[src/rtl/fft_pkg.sv]
// fft_pkg: shared constants and elaboration-time helpers for the FFT
// datapath twiddle stage (twiddle table generation, rounding constant,
// product/sum widths).
package fft_pkg;

  localparam real PI = 3.14159265358979323846;

  // Widths for the default configuration (BW=16, TW_BW=12). Parameterised
  // instances use prod_w()/sum_w() with their own parameters.
  localparam int DEF_BW    = 16;
  localparam int DEF_TW_BW = 12;
  localparam int PROD_W    = DEF_BW + 1 + DEF_TW_BW;
  localparam int SUM_W     = PROD_W + 1;

  function automatic int prod_w(input int bw, input int tw_bw);
    return bw + 1 + tw_bw;
  endfunction

  function automatic int sum_w(input int bw, input int tw_bw);
    return bw + 2 + tw_bw;
  endfunction

  function automatic real tw_scale(input int frac);
    real s;
    s = 1.0;
    for (int i = 0; i < frac; i++) s = s * 2.0;
    return s;
  endfunction

  // W_re[k] = floor(2^frac * cos(pi*k/n))
  function automatic int tw_re(input int k, input int n, input int frac);
    return $rtoi($floor(tw_scale(frac) * $cos(PI * k / n)));
  endfunction

  // W_im[k] = floor(-2^frac * sin(pi*k/n))
  function automatic int tw_im(input int k, input int n, input int frac);
    return $rtoi($floor(-tw_scale(frac) * $sin(PI * k / n)));
  endfunction

  // Half-LSB of the post-shift result, for round-half-up.
  function automatic int rnd_const(input int frac);
    return (frac > 0) ? (1 << (frac - 1)) : 0;
  endfunction

endpackage

[src/rtl/twiddle_rom.sv]
// twiddle_rom: constant table of W[k] = exp(-j*pi*k/N) in TW_FRAC fixed
// point, built at elaboration; registered read gated by rd_en.
module twiddle_rom
  import fft_pkg::*;
#(
  parameter int N       = 64,
  parameter int TW_BW   = 12,
  parameter int TW_FRAC = 10
) (
  input  logic                     clk,
  input  logic                     rstn,
  input  logic                     rd_en,
  input  logic [$clog2(N)-1:0]     k,
  output logic signed [TW_BW-1:0]  w_re,
  output logic signed [TW_BW-1:0]  w_im
);

  logic signed [TW_BW-1:0] tab_re [N];
  logic signed [TW_BW-1:0] tab_im [N];
  logic signed [TW_BW-1:0] w_re_d, w_re_q, w_im_d, w_im_q;

  for (genvar g = 0; g < N; g++) begin : g_tab
    localparam int RE = tw_re(g, N, TW_FRAC);
    localparam int IM = tw_im(g, N, TW_FRAC);
    assign tab_re[g] = TW_BW'(RE);
    assign tab_im[g] = TW_BW'(IM);
  end

  // look up the next twiddle only when the pipeline advances
  always_comb begin
    w_re_d = w_re_q;
    w_im_d = w_im_q;
    if (rd_en) begin
      w_re_d = tab_re[k];
      w_im_d = tab_im[k];
    end
  end

  // read register
  always_ff @(posedge clk) begin
    if (!rstn) begin
      w_re_q <= '0;
      w_im_q <= '0;
    end else begin
      w_re_q <= w_re_d;
      w_im_q <= w_im_d;
    end
  end

  assign w_re = w_re_q;
  assign w_im = w_im_q;

endmodule

[src/rtl/twiddle_mult_pipe.sv]
// twiddle_mult_pipe: 3-stage complex multiply by W[k] with valid/ready,
// round-half-up, overflow flag and a strided internal index generator.
// Build option: define TWIDDLE_MULT_SAT_EN to clamp out-of-range results
// instead of wrapping to the low BW+1 bits.
module twiddle_mult_pipe
  import fft_pkg::*;
#(
  parameter int BW      = 16,
  parameter int N       = 64,
  parameter int TW_BW   = 12,
  parameter int TW_FRAC = 10,
  localparam int IW     = $clog2(N)
) (
  input  logic                 clk,
  input  logic                 rstn,
  input  logic                 in_valid,
  output logic                 in_ready,
  input  logic signed [BW:0]   in_re,
  input  logic signed [BW:0]   in_im,
  input  logic [IW-1:0]        in_idx,
  input  logic                 in_last,
  input  logic                 idx_sel,
  input  logic [IW-1:0]        stride,
  output logic                 out_valid,
  input  logic                 out_ready,
  output logic signed [BW:0]   out_re,
  output logic signed [BW:0]   out_im,
  output logic                 out_ovf
);

  localparam int STAGES = 3;
  localparam int DW     = BW + 1;
  localparam int PW     = prod_w(BW, TW_BW);
  localparam int SW     = sum_w(BW, TW_BW);

  localparam logic signed [SW-1:0] RND  = SW'(rnd_const(TW_FRAC));
  localparam logic signed [SW-1:0] MAXV = SW'((2 ** BW) - 1);
  localparam logic signed [SW-1:0] MINV = SW'(-(2 ** BW));
  localparam logic signed [DW-1:0] SAT_MAX = {1'b0, {BW{1'b1}}};
  localparam logic signed [DW-1:0] SAT_MIN = {1'b1, {BW{1'b0}}};

  logic                    advance, accept;
  logic [STAGES:1]         vld_pipe_d, vld_pipe_q;
  logic [IW-1:0]           acc_d, acc_q, k_sel;
  logic signed [DW-1:0]    s1_re_d, s1_re_q, s1_im_d, s1_im_q;
  logic signed [TW_BW-1:0] w_re, w_im;
  logic signed [PW-1:0]    rr_d, rr_q, ii_d, ii_q, ri_d, ri_q, ir_d, ir_q;
  logic signed [SW-1:0]    sum_re, sum_im, sh_re, sh_im;
  logic                    hi_re, lo_re, hi_im, lo_im;
  logic signed [DW-1:0]    res_re, res_im;
  logic signed [DW-1:0]    out_re_d, out_re_q, out_im_d, out_im_q;
  logic                    out_ovf_d, out_ovf_q;

  // the whole pipe moves together; it only stalls when the output is held
  assign advance  = !vld_pipe_q[STAGES] || out_ready;
  assign in_ready = advance;
  assign accept   = in_valid && advance;
  assign k_sel    = idx_sel ? acc_q : in_idx;

  twiddle_rom #(
    .N       (N),
    .TW_BW   (TW_BW),
    .TW_FRAC (TW_FRAC)
  ) u_rom (
    .clk   (clk),
    .rstn  (rstn),
    .rd_en (advance),
    .k     (k_sel),
    .w_re  (w_re),
    .w_im  (w_im)
  );

  // valid shift register and strided index accumulator (last beat restarts it)
  always_comb begin
    vld_pipe_d = vld_pipe_q;
    acc_d      = acc_q;
    if (advance) vld_pipe_d = {vld_pipe_q[STAGES-1:1], in_valid};
    if (accept)  acc_d = in_last ? '0 : acc_q + stride;
  end

  // S1 sample capture and S2 partial products (twiddle arrives with S1)
  always_comb begin
    s1_re_d = s1_re_q;
    s1_im_d = s1_im_q;
    rr_d    = rr_q;
    ii_d    = ii_q;
    ri_d    = ri_q;
    ir_d    = ir_q;
    if (advance) begin
      s1_re_d = in_re;
      s1_im_d = in_im;
      rr_d    = PW'(s1_re_q) * PW'(w_re);
      ii_d    = PW'(s1_im_q) * PW'(w_im);
      ri_d    = PW'(s1_re_q) * PW'(w_im);
      ir_d    = PW'(s1_im_q) * PW'(w_re);
    end
  end

  // S3: combine, round half up, rescale, range check, wrap or clamp
  always_comb begin
    sum_re = SW'(rr_q) - SW'(ii_q);
    sum_im = SW'(ri_q) + SW'(ir_q);
    sh_re  = (sum_re + RND) >>> TW_FRAC;
    sh_im  = (sum_im + RND) >>> TW_FRAC;
    hi_re  = sh_re > MAXV;
    lo_re  = sh_re < MINV;
    hi_im  = sh_im > MAXV;
    lo_im  = sh_im < MINV;
`ifdef TWIDDLE_MULT_SAT_EN
    res_re = hi_re ? SAT_MAX : (lo_re ? SAT_MIN : sh_re[DW-1:0]);
    res_im = hi_im ? SAT_MAX : (lo_im ? SAT_MIN : sh_im[DW-1:0]);
`else
    res_re = sh_re[DW-1:0];
    res_im = sh_im[DW-1:0];
`endif
    out_re_d  = out_re_q;
    out_im_d  = out_im_q;
    out_ovf_d = out_ovf_q;
    if (advance) begin
      out_re_d  = res_re;
      out_im_d  = res_im;
      out_ovf_d = hi_re | lo_re | hi_im | lo_im;
    end
  end

  // pipeline registers; reset drops everything in flight
  always_ff @(posedge clk) begin
    if (!rstn) begin
      vld_pipe_q <= '0;
      acc_q      <= '0;
      s1_re_q    <= '0;
      s1_im_q    <= '0;
      rr_q       <= '0;
      ii_q       <= '0;
      ri_q       <= '0;
      ir_q       <= '0;
      out_re_q   <= '0;
      out_im_q   <= '0;
      out_ovf_q  <= 1'b0;
    end else begin
      vld_pipe_q <= vld_pipe_d;
      acc_q      <= acc_d;
      s1_re_q    <= s1_re_d;
      s1_im_q    <= s1_im_d;
      rr_q       <= rr_d;
      ii_q       <= ii_d;
      ri_q       <= ri_d;
      ir_q       <= ir_d;
      out_re_q   <= out_re_d;
      out_im_q   <= out_im_d;
      out_ovf_q  <= out_ovf_d;
    end
  end

  assign out_valid = vld_pipe_q[STAGES];
  assign out_re    = out_re_q;
  assign out_im    = out_im_q;
  assign out_ovf   = out_ovf_q;

endmodule

[config.mk]
export PLATFORM = sky130hd
export DESIGN_NAME = twiddle_mult_pipe
export DESIGN_NICKNAME = d
export VERILOG_FILES = /design/src/rtl/fft_pkg.sv /design/src/rtl/twiddle_rom.sv /design/src/rtl/twiddle_mult_pipe.sv
export SDC_FILE = /design/constraint.sdc
export NUM_CORES = 2
export LEC_CHECK = 0
export CAP_MARGIN = 20
export CORE_UTILIZATION = 66
export CTS_CLUSTER_SIZE = 25
export DETAILED_ROUTE_END_ITERATION = 7
export PLACE_DENSITY_LB_ADDON = 0.1
export SYNTH_ARGS = -nofsm -noshare
export SYNTH_HDL_FRONTEND = slang
export SYNTH_SLANG_ARGS = --single-unit
[constraint.sdc]
create_clock -name clk -period 6.35 [get_ports clk]
set_input_delay 0.635 -clock clk [delete_from_list [all_inputs] [get_ports clk]]
set_output_delay 0.635 -clock clk [all_outputs]
set_load 0.02 [all_outputs]
== Word level (Yosys, flattened, before mapping) ==
Memory sizes are Yosys's and may differ from the RTL's. A register that Yosys moved wholly into a read port is not among the register bits.
Index checks and enable logic that the tools add are counted.

* Add/sub/neg operators: 5
* $mul: 4
* Div/mod/pow operators: 0
* Order comparisons: 4
* Equality and inequality tests: 0
* Shift operators: 0
* Muxes and demuxes: 2
* Bitwise gates (word level): 4
* Reductions and logical operators: 5

{| class="wikitable"
|+ Operators by type and width
! operator !! count
|-
| multiplier 17 x 12 -> 29 bit || 4
|-
| adder 30 x 11 -> 30 bit, second input constant || 2
|-
| > comparator 20 x 17 -> 1 bit, second input constant || 2
|-
| < comparator 20 x 17 -> 1 bit, second input constant || 2
|-
| adder 29 x 29 -> 30 bit || 1
|-
| subtractor 29 x 29 -> 30 bit || 1
|-
| two-way mux 6 bit || 2
|-
| NOT 6 -> 7 bit || 1
|-
| adder 6 bit || 1
|-
| logical NOT 1 bit || 3
|-
| bitwise OR 1 bit || 3
|-
| logical AND 1 bit || 1
|-
| logical OR 1 bit || 1
|}

* Register bits after elaboration: 194
* Bits in latches: 0
* Memory bits (writable): 0
* Bits in read-only memories: 1536
* Input port bits: 52
* Word-level logic and storage cells: 37
* Memories: 2

{| class="wikitable"
|+ Memory list
! memory !! words !! width !! read ports !! clocked after Yosys merged registers in !! wr ports !! line !! source
|-
| (name not given) || 64 || 12 || 1 || 1 || 0 || twiddle_rom.sv:35 || <nowiki>w_im_d = tab_im[k];</nowiki>
|-
| (name not given) || 64 || 12 || 1 || 1 || 0 || twiddle_rom.sv:34 || <nowiki>w_re_d = tab_re[k];</nowiki>
|}

== Logic depth before layout (Yosys ltp) ==
* Depth after elaboration: 6
* Depth in mapped cells: 25
* Mapped depth without buffers: 23

== By module ==
Synthesis repeated with hierarchy kept, for this count alone.

* Cells, all modules: 4807
* Area total of the unflattened synthesis: 40627.7 um^2

{| class="wikitable"
|+ By module, submodules not included
! module !! instances !! cells an instance !! area an instance (um^2)
|-
| twiddle_mult_pipe || 1 || 4483 || 38212.9
|-
| twiddle_rom || 1 || 324 || 2414.8
|}

== Least setup slack after synthesis ==
OpenSTA, ideal clock, no wires.

* Path type: reg-to-reg
* Start: register u_rom.w_re_q[6] (netlist: u_rom.w_re[6])
* End: register ir_q[28]
* Library setup time: 0.074 ns
* Arrival time: 5.565 ns
* Required time: 6.276 ns
* Path slack: 0.711 ns
* Cell stages (with the launch flop): 24
* Buffers on the path: 2
* Clock period less this slack: 5.639 ns
* Cell sequence: dfxtp_1 clkbuf_1 clkbuf_1 nand2_1 fa_1 inv_1 fa_1 fa_1 fa_1 inv_1 fa_1 inv_1 ha_1 a21o_1 a21o_1 a21o_1 a21o_1 a21o_1 a21oi_2 o41ai_1 a41oi_2 a21oi_1 or3_1 a31oi_1

* Cells in the longest elaborated chain, start to end: 1

{| class="wikitable"
|+ RTL lines
! element !! line !! source
|-
| start: declaration || twiddle_rom.sv:20 || <nowiki>logic signed [TW_BW-1:0] w_re_d, w_re_q, w_im_d, w_im_q;</nowiki>
|-
| multiplier 17 x 12 -> 29 bit || twiddle_mult_pipe.sv:95 || <nowiki>ir_d = PW'(s1_im_q) * PW'(w_re);</nowiki>
|-
| end signal: assignment || twiddle_mult_pipe.sv:148 || <nowiki>ir_q <= ir_d;</nowiki>
|-
| end: declaration || twiddle_mult_pipe.sv:47 || <nowiki>logic signed [PW-1:0] rr_d, rr_q, ii_d, ii_q, ri_d, ri_q, ir_d, ir_q;</nowiki>
|}

Every way passes these cells.
A chain may end at the register's enable or synchronous reset.

== Worst setup path after layout ==
* Start: register s1_im_q[7]
* End: register ir_q[27]

* Cells in the longest elaborated chain, start to end: 1

{| class="wikitable"
|+ RTL lines
! element !! line !! source
|-
| start: declaration || twiddle_mult_pipe.sv:45 || <nowiki>logic signed [DW-1:0] s1_re_d, s1_re_q, s1_im_d, s1_im_q;</nowiki>
|-
| start signal: assignment || twiddle_mult_pipe.sv:144 || <nowiki>s1_im_q <= s1_im_d;</nowiki>
|-
| multiplier 17 x 12 -> 29 bit || twiddle_mult_pipe.sv:95 ||
|}

Every way passes these cells.

==> impl_metrics.csv <==
group,metric,value,unit
critical_path,cp-end-kind,"flop",
layout,layout.cells.non_filler,5642,
power_and_ir_drop,leakage,21.8,nW
placement,finalWeightedCongestion,0.930,
critical_path,required,6.85,ns
logic_synthesis,synth_edf_count,0,
critical_path,cp.arrival,6.58,ns
logic_synthesis,async_flop_share,0,%
cts,cts_buffers,30,
logic_synthesis,yosysUniqueCellTypes,90,
logic_synthesis,synth.most_common_cell,"inv_1",
critical_path,r2r-end,"ir_q[27]",
cts,numClockSinks,217,
logic_synthesis,muxShareOfSynthArea,0.479,%
hold_path,whs_endpoint,"rr_q[0]",
sta,clock.fmax,0.165,GHz
global_route,grt_max_degree,183,
die,dieWidth,251,um
cts,ctsHoldBuffers,0,
sta,finClkSkew,0.0319,ns
placement,dp_hpwl,82300,um
sta,min_period,6.08,ns
logic_synthesis,syn_area_per_cell,8.39,um^2
logic_synthesis,synth-simple-area-share,16.8,%
cts,cts_tree,"yes",
global_route,grt_pass1_vias,33257,
layout,areaGrowthSynthToFinish,7.33,%
sta,tns,0,ns
logic_synthesis,synth_area_leaders,"fa_1 (37%), ha_1 (12%), dfxtp_1 (11%)",
placement,io_buffers,88,
logic_synthesis,synth.yosys.seq_area_share,10.7,%
logic_synthesis,synth-seq-cells,217,
routing,drc,0,
die,rows,90,
critical_path,criticalPathCategory,"flop to flop",
sta,worst_slew_pin_slew,1.10,ns
sta,setup_ws,0.272,ns
logic_synthesis,synthesis.instances,4863,
cts,h-tree-depth,1,
layout,diodes,0,
hold_path,holdPathStages,2,
hold_path,min_from,"rr_q[0]",
die,core_area,60700,um^2
logic_synthesis,syn_nets,6045,
critical_path,cpMaxStageDelayCell,"dfxtp_1",
routing,drtAntennaViolNets,0,
layout,design_area,43800,um^2
power_and_ir_drop,p_per_area,310,nW/um^2
hold_path,hp-class,"flop to flop",
die,fp.dieH,251,um
routing,detail_route.first_pass.iterations,6,
layout,fin_nets,6019,
logic_synthesis,synth_common_cells,"inv_1 (941), nand2_1 (873), fa_1 (755)",
logic_synthesis,synth_area,40800,um^2
global_route,overflow,0,
critical_path,slowest_delay,0.73,ns
routing,first_iter_violations,2388,
cts,ctsLongestPathBuffers,3,
global_route,antenna_found_initial,0,
die,io_pins,89,
flow_run,drv_cap,0,
routing,routedWlPerCell,18.9,um
logic_synthesis,synthAdderAreaFrac,48.6,%
cts,clk_pin_slew_worst_paths,0.06,ns
critical_path,r2r_start,"s1_im_q[7]",
die,start_util,67.2,%
cts,post_cts_buffers,0,
routing,routed_wl,107000,um
critical_path,cp_common_cell,"fa_1",
routing,viasPerCell,5.76,
critical_path,worstPathMaxFanout,12,
power_and_ir_drop,finalPower,13.6,mW
critical_path,start_kind,"flop",
die,die-area,62800,um^2
sta,final-max-slew-violation-count,0,
status,status,"complete, no violations",
sta,rsz0062_at_grt,"false",
sta,hold_violations,0,
placement,dp_cells,5587,
logic_synthesis,synth_top_cell_by_area,"fa_1",
critical_path,reg2reg_slack,0.27,ns
logic_synthesis,synth_xor_area_share,2.62,%
layout,layout-drive-gt1-share,4.57,%
global_route,grt_pass1_wl,176000,um
logic_synthesis,synth_compound_area_share,9.73,%
global_route,gr-usage-all-layers,35.4,%
sta,period_share,95.7,%
layout,fillers,4794,
cts,clk_latency,0.61,ns
logic_synthesis,synth.top_cell.area_share,37.1,%
placement,dpl_cell_area,42800,um^2
logic_synthesis,synth_flop_cell,"dfxtp_1",
logic_synthesis,synth_top_family_by_area,"adder cells",
routing,dr_total_vias,32489,
logic_synthesis,ys_warn_count,0,
critical_path,ff2ff_path_depth,20,
placement,dp_slack,0.277,ns
sta,finalSetupViolCount,0,
critical_path,path_cells,"and2_1, fa_1, ha_1, fa_1, inv_1, fa_1, fa_1, inv_1, ha_1, nor2b_1, o21ai_1, a21boi_0, o21ai_0, a21boi_1, o211ai_1, and4_1, nor3_1, nor4b_1, nor3_1, nand3b_1",
cts,root_buffer,"clkbuf_16",
sta,slew_headroom,26.7,%
power_and_ir_drop,irDropWorstVdd,0.272,mV
==> area by class of cell <==
cell class | count | area (um^2) | share of cell area, %
Inverter | 944 | 3550 | 8.12
Clock inverter | 17 | 133 | 0.303
Timing Repair Buffer | 204 | 1980 | 4.53
Clock buffer | 38 | 821 | 1.88
Tap cell | 782 | 978 | 2.24
Sequential cell | 217 | 4350 | 9.94
Multi-Input combinational cell | 3440 | 32000 | 73.0
==> placed cells by master, fill, tap and decap left out, types with 8 or more instances in the layout <==
cell	synthesis	routed
a311oi_1	8	8
o211ai_1	22	22
a21o_1	55	55
inv_1	941	939
nor2b_1	10	9
clkbuf_16	0	30
dfxtp_1	217	210
xor2_1	30	30
a21oi_1	265	265
o21ai_1	15	15
and2_1	241	241
ha_1	375	375
nor3_1	54	54
a31oi_1	11	11
nand2_1	873	873
mux2i_1	10	8
buf_12	0	19
fa_1	755	755
clkdlybuf4s50_1	0	87
o21bai_1	15	15
xnor2_1	92	92
nor2_1	191	191
nand3_1	70	70
o21ai_0	100	100
nand2b_1	24	24
a211oi_1	34	34
buf_4	1	97
nor3b_1	8	8
or3_1	22	22
o21a_1	18	18
==> kinds of logic (layout without fill, tap and decap cells) <==
kind of cell | Yosys count | count (layout)
mux | 18 | 18
buf+inv | 1206 | 1203
compound gates | 634 | 634
xor+xnor | 122 | 122
fa+ha+maj | 1130 | 1130
flops | 217 | 217
simple gates | 1536 | 1536
==> registers in the layout, summed over array words and instances (netlist names) <==
signal,cells
s1_im_q,17
out_ovf,1
vld_pipe_q,3
s1_re_q,17
ri_q,29
u_rom.w_im,11
acc_q,6
out_im,17
out_re,17
ir_q,29
u_rom.w_re,12
ii_q,29
rr_q,29
==> repair_timing <==
item,CTS,global route
endpoints found under the setup margin,0,12
endpoints found under the hold margin,0,0
resized for setup,0,7
==> metrics by stage <==
step / utilization, % / hold slack [ns]
after global routing: 72.1 / 0.462
final: 72.1 / 0.447
after floorplan: - / 0.427
after detailed placement: 70.5 / 0.438
after CTS: 72.1 / 0.446
after global placement: 70.5 / 0.437
==> power by group <==
group	internal (mW)	switching (mW)	total [mW]
Sequential	1.76	0.323	2.08
Clock	0.921	0.753	1.67
Combinational	4.04	5.79	9.83
Total	6.71	6.87	13.6
==> critical path, delay by kind of cell, from the launching register on <==
kind            cells  cell delay [ns]
buf+inv             2             0.09
compound gates      5             1.11
flops               1             0.73
fa+ha+maj           6             2.50
simple gates        7             1.52
==> worst max path at each step <==
stage / startpoint / to / slack (ns) / cells past startpoint
3_3_place_gp: u_rom.w_im[2] / ri_q[27] / 0.38 / 21
4_1_cts: u_rom.w_im[2] / ri_q[26] / 0.22 / 21
5_1_grt: s1_im_q[7] / ir_q[27] / 0.001 / 20
3_5_place_dp: s1_re_q[5] / rr_q[25] / 0.28 / 21
2_1_floorplan: u_rom.w_re[6] / ir_q[28] / 0.71 / 23
6_report: s1_im_q[7] / ir_q[27] / 0.27 / 20
==> metal layers <==
metal  track usage [%]  up-vias  part of all wire, %
met2              58.1     1267                   47
met4              18.1        0                  6.0
li1                  -    14887                    -
met3              4.77      256                  7.5
met1              46.2    16079                   39
met5                 0        -                    0
No activity file was read; power rests on OpenSTA's default activity.
